[config.mk]
export PLATFORM = sky130hd
export DESIGN_NAME = dcim_gctrl_mp
export DESIGN_NICKNAME = d
export VERILOG_FILES = /design/src/rtl/dcim_gctrl_mp.sv
export SDC_FILE = /design/constraint.sdc
export NUM_CORES = 1
export LEC_CHECK = 0
export CAP_MARGIN = 30
export CELL_PAD_IN_SITES_DETAIL_PLACEMENT = 1
export CELL_PAD_IN_SITES_GLOBAL_PLACEMENT = 1
export CORE_UTILIZATION = 37
export CTS_CLUSTER_SIZE = 25
export DETAILED_ROUTE_END_ITERATION = 6
export GPL_ROUTABILITY_DRIVEN = 0
export GPL_TIMING_DRIVEN = 0
export PLACE_DENSITY = 0.75
export SLEW_MARGIN = 0
export SYNTH_ARGS = -nofsm -noshare
export SYNTH_HDL_FRONTEND = slang
export SYNTH_SLANG_ARGS = --single-unit
[constraint.sdc]
create_clock -name clk -period 1.5 [get_ports clk]
set_input_delay 0.225 -clock clk [delete_from_list [all_inputs] [get_ports clk]]
set_output_delay 0.225 -clock clk [all_outputs]
set_load 0.005 [all_outputs]
[src/rtl/dcim_gctrl_mp.sv]
// -----------------------------------------------------------------------------
// dcim_gctrl_mp
//   Global controller for a digital compute-in-memory macro with multi-precision
//   bit-serial inputs. Each accepted operation sweeps a bit-serial cycle index
//   (sel) over N = 4/8/12/24 cycles chosen by the input precision, flags the
//   leading signed cycles, emits accumulator first/last strobes delayed by the
//   array-to-accumulator latency, and rotates NBANK weight banks so one bank is
//   used for MAC while the next is open for weight writes.
//
// Ports
//   clk, rst_n              clock, asynchronous active-low reset
//   start_valid/start_ready operation request handshake
//   inwidth                 input precision (0=4b, 1=8b, 2=12b, 3=24b)
//   wwidth, wwidth_q        weight precision in / latched copy out
//   sign_en                 enable signed leading cycles for this operation
//   abort                   synchronous cancel of the running operation
//   sel, sel_valid          bit-serial cycle index to the row driver
//   signed_op               current sel cycle is a signed cycle
//   start_acc, acc_last     accumulator first / last cycle strobes
//   mac_bank, write_bank    bank in use for MAC / bank open for weight write
//   busy                    controller not idle
//   op_done                 one-cycle completion pulse
// -----------------------------------------------------------------------------
module dcim_gctrl_mp #(
    parameter int SEL_WIDTH     = 5,
    parameter int NBANK         = 2,
    parameter int ACC_DELAY     = 3,
    parameter int SIGNED_CYCLES = 4
) (
    input  logic                     clk,
    input  logic                     rst_n,
    input  logic                     start_valid,
    output logic                     start_ready,
    input  logic [1:0]               inwidth,
    input  logic [1:0]               wwidth,
    input  logic                     sign_en,
    input  logic                     abort,
    output logic [SEL_WIDTH-1:0]     sel,
    output logic                     sel_valid,
    output logic                     signed_op,
    output logic                     start_acc,
    output logic                     acc_last,
    output logic [$clog2(NBANK)-1:0] mac_bank,
    output logic [$clog2(NBANK)-1:0] write_bank,
    output logic [1:0]               wwidth_q,
    output logic                     busy,
    output logic                     op_done
);

    localparam int BANK_W = $clog2(NBANK);

    // Signed-cycle threshold clamped to the range a sel value can reach, so the
    // compare below is a plain unsigned compare one bit wider than sel.
    localparam int SC_CAP = (SIGNED_CYCLES < 0) ? 0 :
                            (SIGNED_CYCLES > (1 << SEL_WIDTH)) ? (1 << SEL_WIDTH) :
                            SIGNED_CYCLES;
    localparam logic [SEL_WIDTH:0] SIGNED_LIM = (SEL_WIDTH + 1)'(SC_CAP);

    typedef enum logic [1:0] {
        IDLE  = 2'd0,
        RUN   = 2'd1,
        DRAIN = 2'd2
    } state_t;

    state_t                 state_q, state_d;
    logic [SEL_WIDTH-1:0]   sel_q;
    logic [SEL_WIDTH-1:0]   last_q;        // N-1 of the running operation
    logic                   sign_en_q;
    logic [BANK_W-1:0]      mac_bank_q;
    logic [BANK_W-1:0]      write_bank_q;
    logic                   op_done_q;
    logic [ACC_DELAY-1:0]   first_strb_p;  // bit i = strobe delayed i+1 cycles
    logic [ACC_DELAY-1:0]   last_strb_p;

    logic accept;
    logic sel_at_last;
    logic flush;
    logic first_in;
    logic last_in;

    // Last sel index for each input precision.
    function automatic logic [SEL_WIDTH-1:0] last_index(input logic [1:0] w);
        case (w)
            2'd0:    return SEL_WIDTH'(3);
            2'd1:    return SEL_WIDTH'(7);
            2'd2:    return SEL_WIDTH'(11);
            default: return SEL_WIDTH'(23);
        endcase
    endfunction

    function automatic logic [BANK_W-1:0] next_bank(input logic [BANK_W-1:0] b);
        return (b == BANK_W'(NBANK - 1)) ? '0 : b + BANK_W'(1);
    endfunction

    assign start_ready = (state_q == IDLE) && !abort;
    assign accept      = start_valid && start_ready;
    assign busy        = (state_q != IDLE);
    assign sel_valid   = (state_q == RUN);
    assign sel         = sel_q;
    assign sel_at_last = (sel_q == last_q);
    assign flush       = abort && busy;
    assign signed_op   = sel_valid && sign_en_q && ({1'b0, sel_q} < SIGNED_LIM);
    assign first_in    = sel_valid && (sel_q == '0);
    assign last_in     = sel_valid && sel_at_last;
    assign start_acc   = first_strb_p[ACC_DELAY-1];
    assign acc_last    = last_strb_p[ACC_DELAY-1];
    assign mac_bank    = mac_bank_q;
    assign write_bank  = write_bank_q;
    assign op_done     = op_done_q;

    // DRAIN needs no counter of its own: the delayed last strobe arrives exactly
    // ACC_DELAY cycles after the final sel cycle, which is when draining ends.
    always_comb begin
        state_d = state_q;
        case (state_q)
            IDLE:    if (accept) state_d = RUN;
            RUN:     if (abort) state_d = IDLE;
                     else if (sel_at_last) state_d = DRAIN;
            DRAIN:   if (abort || acc_last) state_d = IDLE;
            default: state_d = IDLE;
        endcase
    end

    always_ff @(posedge clk or negedge rst_n) begin
        if (!rst_n) begin
            state_q      <= IDLE;
            sel_q        <= '0;
            last_q       <= '0;
            sign_en_q    <= 1'b0;
            wwidth_q     <= 2'd0;
            mac_bank_q   <= BANK_W'(NBANK - 1);
            write_bank_q <= '0;
            op_done_q    <= 1'b0;
        end else begin
            state_q <= state_d;

            // sel only counts inside RUN and returns to 0 on any exit.
            if ((state_q == RUN) && !abort && !sel_at_last) begin
                sel_q <= sel_q + SEL_WIDTH'(1);
            end else begin
                sel_q <= '0;
            end

            if (accept) begin
                last_q       <= last_index(inwidth);
                sign_en_q    <= sign_en;
                wwidth_q     <= wwidth;
                mac_bank_q   <= write_bank_q;
                write_bank_q <= next_bank(write_bank_q);
            end

            op_done_q <= acc_last && !flush;
        end
    end

    // ---- accumulator strobe delay line: ACC_DELAY stages ----
    if (ACC_DELAY == 1) begin : g_strb_d1
        always_ff @(posedge clk or negedge rst_n) begin
            if (!rst_n) begin
                first_strb_p <= '0;
                last_strb_p  <= '0;
            end else begin
                first_strb_p <= flush ? 1'b0 : first_in;
                last_strb_p  <= flush ? 1'b0 : last_in;
            end
        end
    end else begin : g_strb_dn
        always_ff @(posedge clk or negedge rst_n) begin
            if (!rst_n) begin
                first_strb_p <= '0;
                last_strb_p  <= '0;
            end else if (flush) begin
                first_strb_p <= '0;
                last_strb_p  <= '0;
            end else begin
                first_strb_p <= {first_strb_p[ACC_DELAY-2:0], first_in};
                last_strb_p  <= {last_strb_p[ACC_DELAY-2:0], last_in};
            end
        end
    end

endmodule

==> flow_summary.json, run 1 <==
{
  "clk-insertion-delay-late_ps": 310,
  "worstMarginPinSlew_ps": 579.1,
  "rsz0062_at_grt": "true",
  "routed_wl_um": 2300,
  "cts_tree": "yes",
  "max_freq_mhz": 644.6,
  "total_power_w": 0.001426,
  "maxCapViolations": 0,
  "cp_max_fo": 3,
  "max_slew_margin_pct": 61.27,
  "grt_pass1_vias": 760,
  "hold_viol": 0,
  "reg2reg_depth": 4,
  "wire_per_inst_um": 14.74,
  "path_class": "register to output port",
  "post-route-period-util_pct": 103.4,
  "dr_wl_met3_um": 87,
  "period_needed_ps": 1551,
  "status": "finished, violations left",
  "fillers": 276,
  "n_antenna_cell": 0,
  "die_x_um": 53.56,
  "cts_made_buffers": 3,
  "dr.pass1.iters": 4,
  "avgSynthCellArea_um2": 11.85,
  "design.die.area_mm2": 0.002868,
  "synth_async_sr_flop_share_pct": 100.0,
  "wl_met1_um": 992,
  "cp_data_required_time_ps": 1270,
  "ys_seq_area_share_pct": 58.65,
  "grt_overflow": 0,
  "fin_ws_ps": -51.37,
  "cp.buffers_inverters": 2,
  "highest_layer": "met4",
  "critical_path.max_stage_delay_ps": 430,
  "synth-seq-cells": 23,
  "clock_skew_ps": 3.494,
  "r2r_end": "wwidth_q[1]",
  "grt_usage_pct": 17.40,
  "path_clk_slew_ps": 130,
  "clock-root-buffer": "clkbuf_4",
  "synth_nets": 94,
  "die_y_um": 53.56,
  "cp.arrival_ps": 1330,
  "worst_ir_drop_vdd_mv": 0.6004,
  "synth_cells": 83,
  "finalSetupViolCount": 5,
  "dp.final_hpwl_um": 1483,
  "rows": 18,
  "drt-vias-per-instance": 4.917,
  "setup.worst_path.start_class": "register",
  "antenna_left": 0,
  "wl_met2_um": 1209,
  "drive_above_1_share_pct": 32.54,
  "cp-end-kind": "output port",
  "synth_cell_type_count": 26,
  "cts.sink_count": 23,
  "leakagePower_nw": 0.7153,
  "initial_core_util_pct": 39.34,
  "yosysWarnings": 0,
  "r2r-start": "state_q[0]",
  "worstPathCellList": "and2b_1 -> buf_4 -> and3_4 -> buf_6",
  "final_nets": 138,
  "power_density_mw_per_mm2": 987.3,
  "hold_class": "input pin to async pin",
  "remaining_drc_errors": 0,
  "ys.flop_type": "dfrtp_1",
  "multi_input_area_um2": 410.4,
  "drt_iter0_markers": 6,
  "io_buffers": 24,
  "crit_family": "flip-flops",
  "syn_to_final_growth_pct": 46.82,
  "final_max_slew_viol_count": 0,
  "vias": 767,
  "slowest_stage": "dfrtp_1",
  "antenna_found_initial": 0,
  "r2r_setup_slack_ps": -40,
  "core_area_mm2": 0.002500,
  "cts_buffer_depth": 2,
  "synth_edf_count": 0,
  "violations": "negative setup slack",
  "ioPinCount": 25,
  "dpl_worst_slack_ps": -318.8,
  "grt_pass1_wl_um": 3539,
  "fin_util_pct": 57.76,
  "h-tree-depth": 1,
  "regArea_um2": 580.6,
  "grt_max_degree": 14,
  "netlist_area_um2": 983.4
}
-- cells by family after synthesis --
| kind of cell | after synthesis | synth area share (%) |
|---|---|---|
| buffers and inverters | 7 | 3.435 |
| XOR/XNOR | 6 | 5.343 |
| multiplexers | 5 | 5.725 |
| flip-flops | 23 | 58.65 |
| adder cells (fa/ha/maj) | 2 | 2.544 |
| AND/OR/NAND/NOR | 33 | 19.34 |
| AO/OA/AOI/OAI | 7 | 4.962 |
-- final cells by class --
cell class	count	share of cell area (%)
timing repair buffer	39	24.52
buffer	1	0.7799
clock inverter	1	0.3466
inverter	6	1.560
tap	30	2.600
multi-input combinational	53	28.42
sequential	23	40.21
clock buffer	3	1.560
-- report_power, final --
| group | switching (W) | internal, W |
|---|---|---|
| combinational | 0.000144 | 0.000234 |
| clock | 0.000187 | 0.0000995 |
| sequential | 0.0000525 | 0.000709 |
-- worst max-delay path by stage --
stage                     slack, ps     endpoint       start  cells past startpoint
after global routing           -110    signed_op  state_q[1]                      4
after floorplan                 170    last_q[2]  state_q[1]                      3
final                           -50    signed_op  state_q[1]                      4
after CTS                       -50    signed_op  state_q[1]                      4
after detailed placement       -320    last_q[2]       abort                      4
after global placement         -300  wwidth_q[1]       abort                      4
-- worst reg2reg max path: stages (launching register included) --
cell and delay, ps:
dfrtp_1 430, buf_4 160, nor4b_4 340, buf_6 210, mux2_4 310
-- timing repair --
item	CTS	global route
pin swaps	0	2
resized for setup	22	9
endpoints found under the setup margin	10	13
setup buffers	10	4
hold buffers	0	0
-- cells in the mapped netlist (all sizes together) (2+ instances only) --
| master | instances | area (um^2) |
|---|---|---|
| dfrtp | 22 | 550.5 |
| nor2 | 8 | 30.03 |
| inv | 6 | 22.52 |
| and2 | 5 | 31.28 |
| mux2 | 5 | 56.30 |
| nand2 | 5 | 18.77 |
| nand3 | 5 | 25.02 |
| xor2 | 4 | 35.03 |
| o21ai | 3 | 15.01 |
| ha | 2 | 25.02 |
| or2 | 2 | 12.51 |
| xnor2 | 2 | 17.52 |
-- sequential cells by signal (all words and copies together), names as in the netlist, 2 cells and up --
register      flops
first_strb_p      3
last_q            4
last_strb_p       3
sel               5
state_q           2
wwidth_q          2
-- layer usage --
metal / global-route usage, % / up-vias
met5: 0 / -
met4: 5.263 / 0
met3: 3.107 / 2
met2: 30.00 / 23
met1: 22.08 / 383
li1: - / 359
-- through the flow --
| step | cell area (um^2) | std cells | TNS [ps] | hold WS, ps |
|---|---|---|---|---|
| CTS | 1396 | 152 | -112.0 | 286.8 |
| detailed placement | 1276 | 138 | -1872 | 445.1 |
| global placement | 1261 | 137 | -1967 | 432.9 |
| finish | 1444 | 156 | -183.3 | 270.5 |
| floorplan | 983.4 | 83 | 0 | -70.59 |
| global route | 1444 | 156 | -539.5 | 297.6 |
-- cell usage in the layout, fill, tap and decap left out, types with 2 or more instances in the layout --
| cell | netlist | final |
|---|---|---|
| o21ai_0 | 3 | 3 |
| mux2_4 | 0 | 3 |
| clkbuf_4 | 0 | 3 |
| inv_1 | 6 | 6 |
| dfrtp_1 | 22 | 19 |
| and2_1 | 5 | 5 |
| xnor2_1 | 2 | 2 |
| dfrtp_2 | 0 | 3 |
| buf_6 | 1 | 3 |
| nand3_1 | 5 | 5 |
| mux2_2 | 5 | 2 |
| buf_4 | 0 | 13 |
| nor2_1 | 8 | 7 |
| ha_1 | 2 | 2 |
| clkdlybuf4s50_1 | 0 | 16 |
| dlygate4sd2_1 | 0 | 3 |
| xor2_1 | 4 | 4 |
| nand2_1 | 5 | 4 |
(Power assumes the default switching activity.)
==> run 2: changes to the inputs <==
ABC_AREA = 0   (was default)
GPL_TIMING_DRIVEN = default   (was 0)
==> run 2 against run 1 <==
  * The run still ends with negative setup slack left
  * Cell count is 5.1% higher
  * Sequential share of layout area is 2.8 points lower
  * Die area stayed put
  * Sequential power is 2% higher
  * Highest routed layer unchanged
  * Global-route usage is 3.1 points higher
  * First-iteration DRC count is 50% lower
  * Combinational power is 9.3% higher
  * Fmax is 0.67% higher
==> flow_summary.json, run 2 (synthesis gave the netlist of run 1 again) <==
{
  "hold_class": "input pin to async pin",
  "syn_to_final_growth_pct": 57.00,
  "met3_usage_pct": 3.955,
  "largest_register_ffs": 5,
  "cp_max_fo": 3,
  "die_x_um": 53.56,
  "wire_per_inst_um": 15.91,
  "drt-vias-per-instance": 4.902,
  "antenna_left": 0,
  "design.die.area_mm2": 0.002868,
  "clk-insertion-delay-late_ps": 330,
  "vias": 804,
  "dr.pass1.iters": 5,
  "drive_above_1_share_pct": 36.57,
  "clock_skew_ps": 14.41,
  "grt_max_degree": 14,
  "r2r_setup_slack_ps": -10,
  "worst_ir_drop_vdd_mv": 0.6886,
  "cts_buffer_depth": 2,
  "final_max_slew_viol_count": 0,
  "reg2reg_depth": 5,
  "violations": "negative setup slack",
  "dp.final_hpwl_um": 1711,
  "max_slew_margin_pct": 78.99,
  "rsz0062_at_grt": "true",
  "met1_usage_pct": 25.14,
  "cp-end-kind": "output port",
  "r2r_end": "sign_en_q",
  "io_buffers": 24,
  "mostFrequentLayoutCell": "dfrtp_1",
  "busiest_layer": "met2",
  "r2r-start": "state_q[1]",
  "cts_tree": "yes",
  "fin_util_pct": 61.76,
  "final_nets": 146,
  "leakagePower_nw": 0.8036,
  "n_antenna_cell": 0,
  "cts_made_buffers": 3,
  "period_needed_ps": 1541,
  "cp_data_required_time_ps": 1270,
  "rows": 18,
  "maxCapViolations": 0,
  "fin_ws_ps": -41.03,
  "grt_pass1_wl_um": 4036,
  "grt_util_met2_pct": 35.00,
  "die_y_um": 53.56,
  "routed_wl_um": 2609,
  "remaining_drc_errors": 0,
  "path_class": "register to output port",
  "clock-root-buffer": "clkbuf_4",
  "initial_core_util_pct": 39.34,
  "path_clk_slew_ps": 140,
  "power_density_mw_per_mm2": 962.2,
  "cts.sink_count": 23,
  "grt_usage_pct": 20.51,
  "h-tree-depth": 1,
  "finalSetupViolCount": 2,
  "setup.worst_path.start_class": "register",
  "grt_overflow": 0,
  "status": "finished, violations left",
  "hold_viol": 0,
  "max_freq_mhz": 648.9,
  "grt_pass1_vias": 825,
  "drt_iter0_markers": 3,
  "whs_ps": 129.5,
  "antenna_found_initial": 0,
  "ioPinCount": 25,
  "post-route-period-util_pct": 102.7,
  "cts_hold_buffers": 0,
  "mostFrequentLayoutCells": "dfrtp_1, buf_4, clkdlybuf4s50_1",
  "cp.arrival_ps": 1320,
  "core_area_mm2": 0.002500,
  "worstMarginPinSlew_ps": 314.1
}
-- run 2: cell count changes in the layout (fill, tap and decap cells not counted), moves of 2 or more --
| cell | before | now |
|---|---|---|
| o21ai_1 | 0 | 2 |
| o21ai_0 | 3 | 1 |
| clkdlybuf4s50_1 | 16 | 12 |
| buf_6 | 3 | 6 |
| xor2_1 | 4 | 2 |
| mux2_2 | 2 | 0 |
| dlymetal6s2s_1 | 1 | 3 |
| dfrtp_2 | 3 | 1 |
| dfrtp_1 | 19 | 21 |
| mux2_4 | 3 | 5 |
| buf_4 | 13 | 19 |
| xor2_4 | 0 | 2 |
-- run 2: layout make-up --
cell class	count	area, um^2
fill	278	955.9
sequential	23	578.1
multi-input combinational	53	450.4
timing repair buffer	48	427.9
tap	30	37.54
clock buffer	3	22.52
inverter	6	22.52
clock inverter	1	5.005
-- run 2: per-layer routing --
metal,wire length [um],up-vias
met5,0,-
met2,1395,29
met4,45,0
li1,-,374
met3,140,7
met1,1028,394
-- run 2: worst max-delay path, cell delays in order, from the launching register on --
cell	delay [ps]
dfrtp_1	420
and2b_1	220
buf_4	110
and3_1	140
clkbuf_2	110
-- run 2: how the worst max path moves through the flow --
stage,start,endpoint,slack (ps)
finish,state_q[1],signed_op,-40
global placement,abort,wwidth_q[1],-160
detailed placement,abort,wwidth_q[0],-230
global route,state_q[1],signed_op,-100
floorplan,state_q[1],last_q[2],170
CTS,state_q[1],signed_op,-110
-- run 2: where the power goes --
group	switching, W	internal (W)	leakage, nW
Combinational	0.000156	0.000257	0.491
Sequential	0.0000666	0.000709	0.295
Clock	0.000197	0.000100	0.0177
Total	0.000419	0.00107	0.804
-- run 2: through the flow --
stage,instances,area [um^2],setup slack [ps],power [W],TNS (ps)
2_1_floorplan,83,983.4,172.8,0.0009017,0
6_report,164,1544,-41.03,0.001486,-52.45
4_1_cts,162,1474,-110.5,0.001441,-147.9
5_1_grt,164,1544,-103.8,0.001561,-546.0
3_5_place_dp,149,1348,-230.9,0.001128,-2059
3_3_place_gp,149,1348,-156.5,0.001111,-1139
-- run 2: timing repair --
action / in CTS / in global routing
pin swaps: 2 / 1
gates resized for setup: 28 / 18
setup endpoints to repair: 10 / 19
buffers inserted: 9 / 3
==> run 3: changes to the inputs <==
CORE_MARGIN = 1.5   (was default)
==> run 3 against run 2 <==
  * The flow still finishes with violations (negative setup slack)
  * Critical path depth did not move
  * Die area rose by 3.8%
  * Core utilization rose by 1.4 points
  * Clock power fell by 2%
  * Sequential share of layout area fell by 0.80 points
  * Combinational power rose by 18%
  * Sequential power fell by 0.9%
  * Non-clock buffer count rose by 1
  * Via count fell by 2.4%
  * Largest power group unchanged
  * Clock skew barely moved
==> flow_summary.json, run 3 (synthesis gave the netlist of run 1 again) <==
{
  "multi_input_area_um2": 454.2,
  "placedCellCount": 150,
  "clock-root-buffer": "clkbuf_4",
  "total_power_w": 0.001546,
  "status": "finished, violations left",
  "mostFrequentLayoutCell": "dfrtp_1",
  "antenna_found_initial": 0,
  "n_antenna_cell": 0,
  "r2r_setup_slack_ps": -20,
  "final_nets": 147,
  "drt-vias-per-instance": 4.758,
  "worstPathCellList": "buf_6 -> and2b_1 -> and3_1 -> buf_2",
  "period_needed_ps": 1597,
  "drive_above_1_share_pct": 37.04,
  "cts_tree": "yes",
  "wire_per_inst_um": 17.62,
  "fin_ws_ps": -96.74,
  "rsz0062_at_grt": "true",
  "die_x_um": 54.56,
  "hold_class": "input pin to async pin",
  "dr.pass1.iters": 1,
  "mostFrequentLayoutCells": "dfrtp_1, buf_4, clkdlybuf4s50_1",
  "regArea_um2": 578.1,
  "max_slew_margin_pct": 73.99,
  "design.die.area_mm2": 0.002976,
  "instances_no_fill": 165,
  "worstMarginPinSlew_ps": 389.0,
  "whs_ps": 189.3,
  "cp.arrival_ps": 1370,
  "vias": 785,
  "drt_iter0_markers": 0,
  "hold_viol": 0,
  "antenna_left": 0,
  "violations": "negative setup slack",
  "swShare_pct": 28.54,
  "cts_made_buffers": 3,
  "initial_core_util_pct": 39.34,
  "cp_data_required_time_ps": 1270,
  "power_density_mw_per_mm2": 980.2,
  "grt_max_degree": 14,
  "largest_register_ffs": 5,
  "final_max_slew_viol_count": 0,
  "p_sw_w": 0.0004413,
  "clkPwrFrac_pct": 18.8,
  "clk-insertion-delay-late_ps": 320,
  "r2r_end": "sign_en_q",
  "setup.worst_path.start_class": "register",
  "finalSetupViolCount": 8,
  "r2r-start": "state_q[1]",
  "max_freq_mhz": 626.3,
  "core_area_mm2": 0.002500,
  "remaining_drc_errors": 0,
  "path_clk_slew_ps": 120,
  "path_class": "register to output port",
  "syn_to_final_growth_pct": 60.43,
  "h-tree-depth": 1,
  "cts_buffer_depth": 2,
  "rows": 18,
  "p_comb_share_pct": 31.5,
  "critical_path.max_stage_delay_ps": 420,
  "routed_wl_um": 2907,
  "slowest_stage": "dfrtp_1",
  "ioPinCount": 25,
  "grt_pass1_wl_um": 4491,
  "worst_ir_drop_vdd_mv": 0.6335,
  "setup.worst_path.start": "state_q[1]",
  "grt_overflow": 0,
  "io_buffers": 24,
  "grt_usage_pct": 22.19,
  "cp_max_fo": 2,
  "leakagePower_nw": 0.8124,
  "post-route-period-util_pct": 106.4,
  "clock_skew_ps": 14.28,
  "die_y_um": 54.56,
  "cts.sink_count": 23,
  "pwr-share-seq_pct": 49.7,
  "reg2reg_depth": 5,
  "cp-end-kind": "output port",
  "maxCapViolations": 0,
  "dp.final_hpwl_um": 1837,
  "crit_family": "flip-flops",
  "p_int_w": 0.001105,
  "cp.buffers_inverters": 2,
  "grt_pass1_vias": 899,
  "fillers": 262
}
[run 3: cell count changes in the layout (fill, tap and decap cells not counted), sizes merged]
| cell | before | now |
|---|---|---|
| dlymetal6s2s | 3 | 2 |
| clkdlybuf4s50 | 12 | 14 |
| clkbuf | 5 | 3 |
| buf | 26 | 29 |
| clkdlybuf4s15 | 1 | 0 |
[run 3: power groups by stage]
stage / clock (W) / combinational, W / sequential [W]
2_1_floorplan: 0 / 0.000130 / 0.000772
3_3_place_gp: 0 / 0.000344 / 0.000773
3_5_place_dp: 0 / 0.000357 / 0.000781
4_1_cts: 0.000295 / 0.000396 / 0.000768
5_1_grt: 0.000333 / 0.000519 / 0.000778
6_report: 0.000291 / 0.000487 / 0.000769
[run 3: what timing repair did]
action / 4_1_cts / 5_1_grt
gates resized for setup: 39 / 14
pin swaps: 4 / 7
hold buffers: 0 / 0
setup endpoints to repair: 10 / 22
buffers inserted: 8 / 4
[run 3: how the worst max path moves through the flow]
stage               cells past startpoint        end
floorplan                               3  last_q[2]
global placement                        4  sign_en_q
detailed placement                      4  last_q[2]
CTS                                     4  signed_op
global route                            4  signed_op
finish                                  4  signed_op
[run 3: metal layers]
metal / track usage [%] / wire length, um / vias to the layer above
li1: - / - / 378
met1: 25.96 / 1176 / 386
met2: 41.16 / 1615 / 18
met3: 3.825 / 91 / 3
met4: 6.250 / 23 / 0
met5: 0 / 0 / -
[run 3: final cells by class]
class                      instances  area share [%]
inverter                           6           1.427
sequential                        23           36.64
clock inverter                     1          0.3172
clock buffer                       3           1.427
multi-input combinational         53           28.79
timing repair buffer              49           29.02
tap                               30           2.379
[run 3: per-stage QoR]
step,utilization [%],setup slack (ps),cell area [um^2],setup TNS (ps)
2_1_floorplan,-,172.8,983.4,0
4_1_cts,59.51,-71.00,1488,-227.6
5_1_grt,63.11,-164.9,1578,-801.4
3_3_place_gp,54.20,-150.7,1355,-1122
3_5_place_dp,54.20,-193.6,1355,-1812
6_report,63.11,-96.74,1578,-252.1
[run 3: worst register-to-register path, stage by stage (launching register included)]
cell	delay [ps]
dfrtp_1	420
buf_6	130
buf_6	110
nor4b_4	260
buf_6	190
mux2_4	310
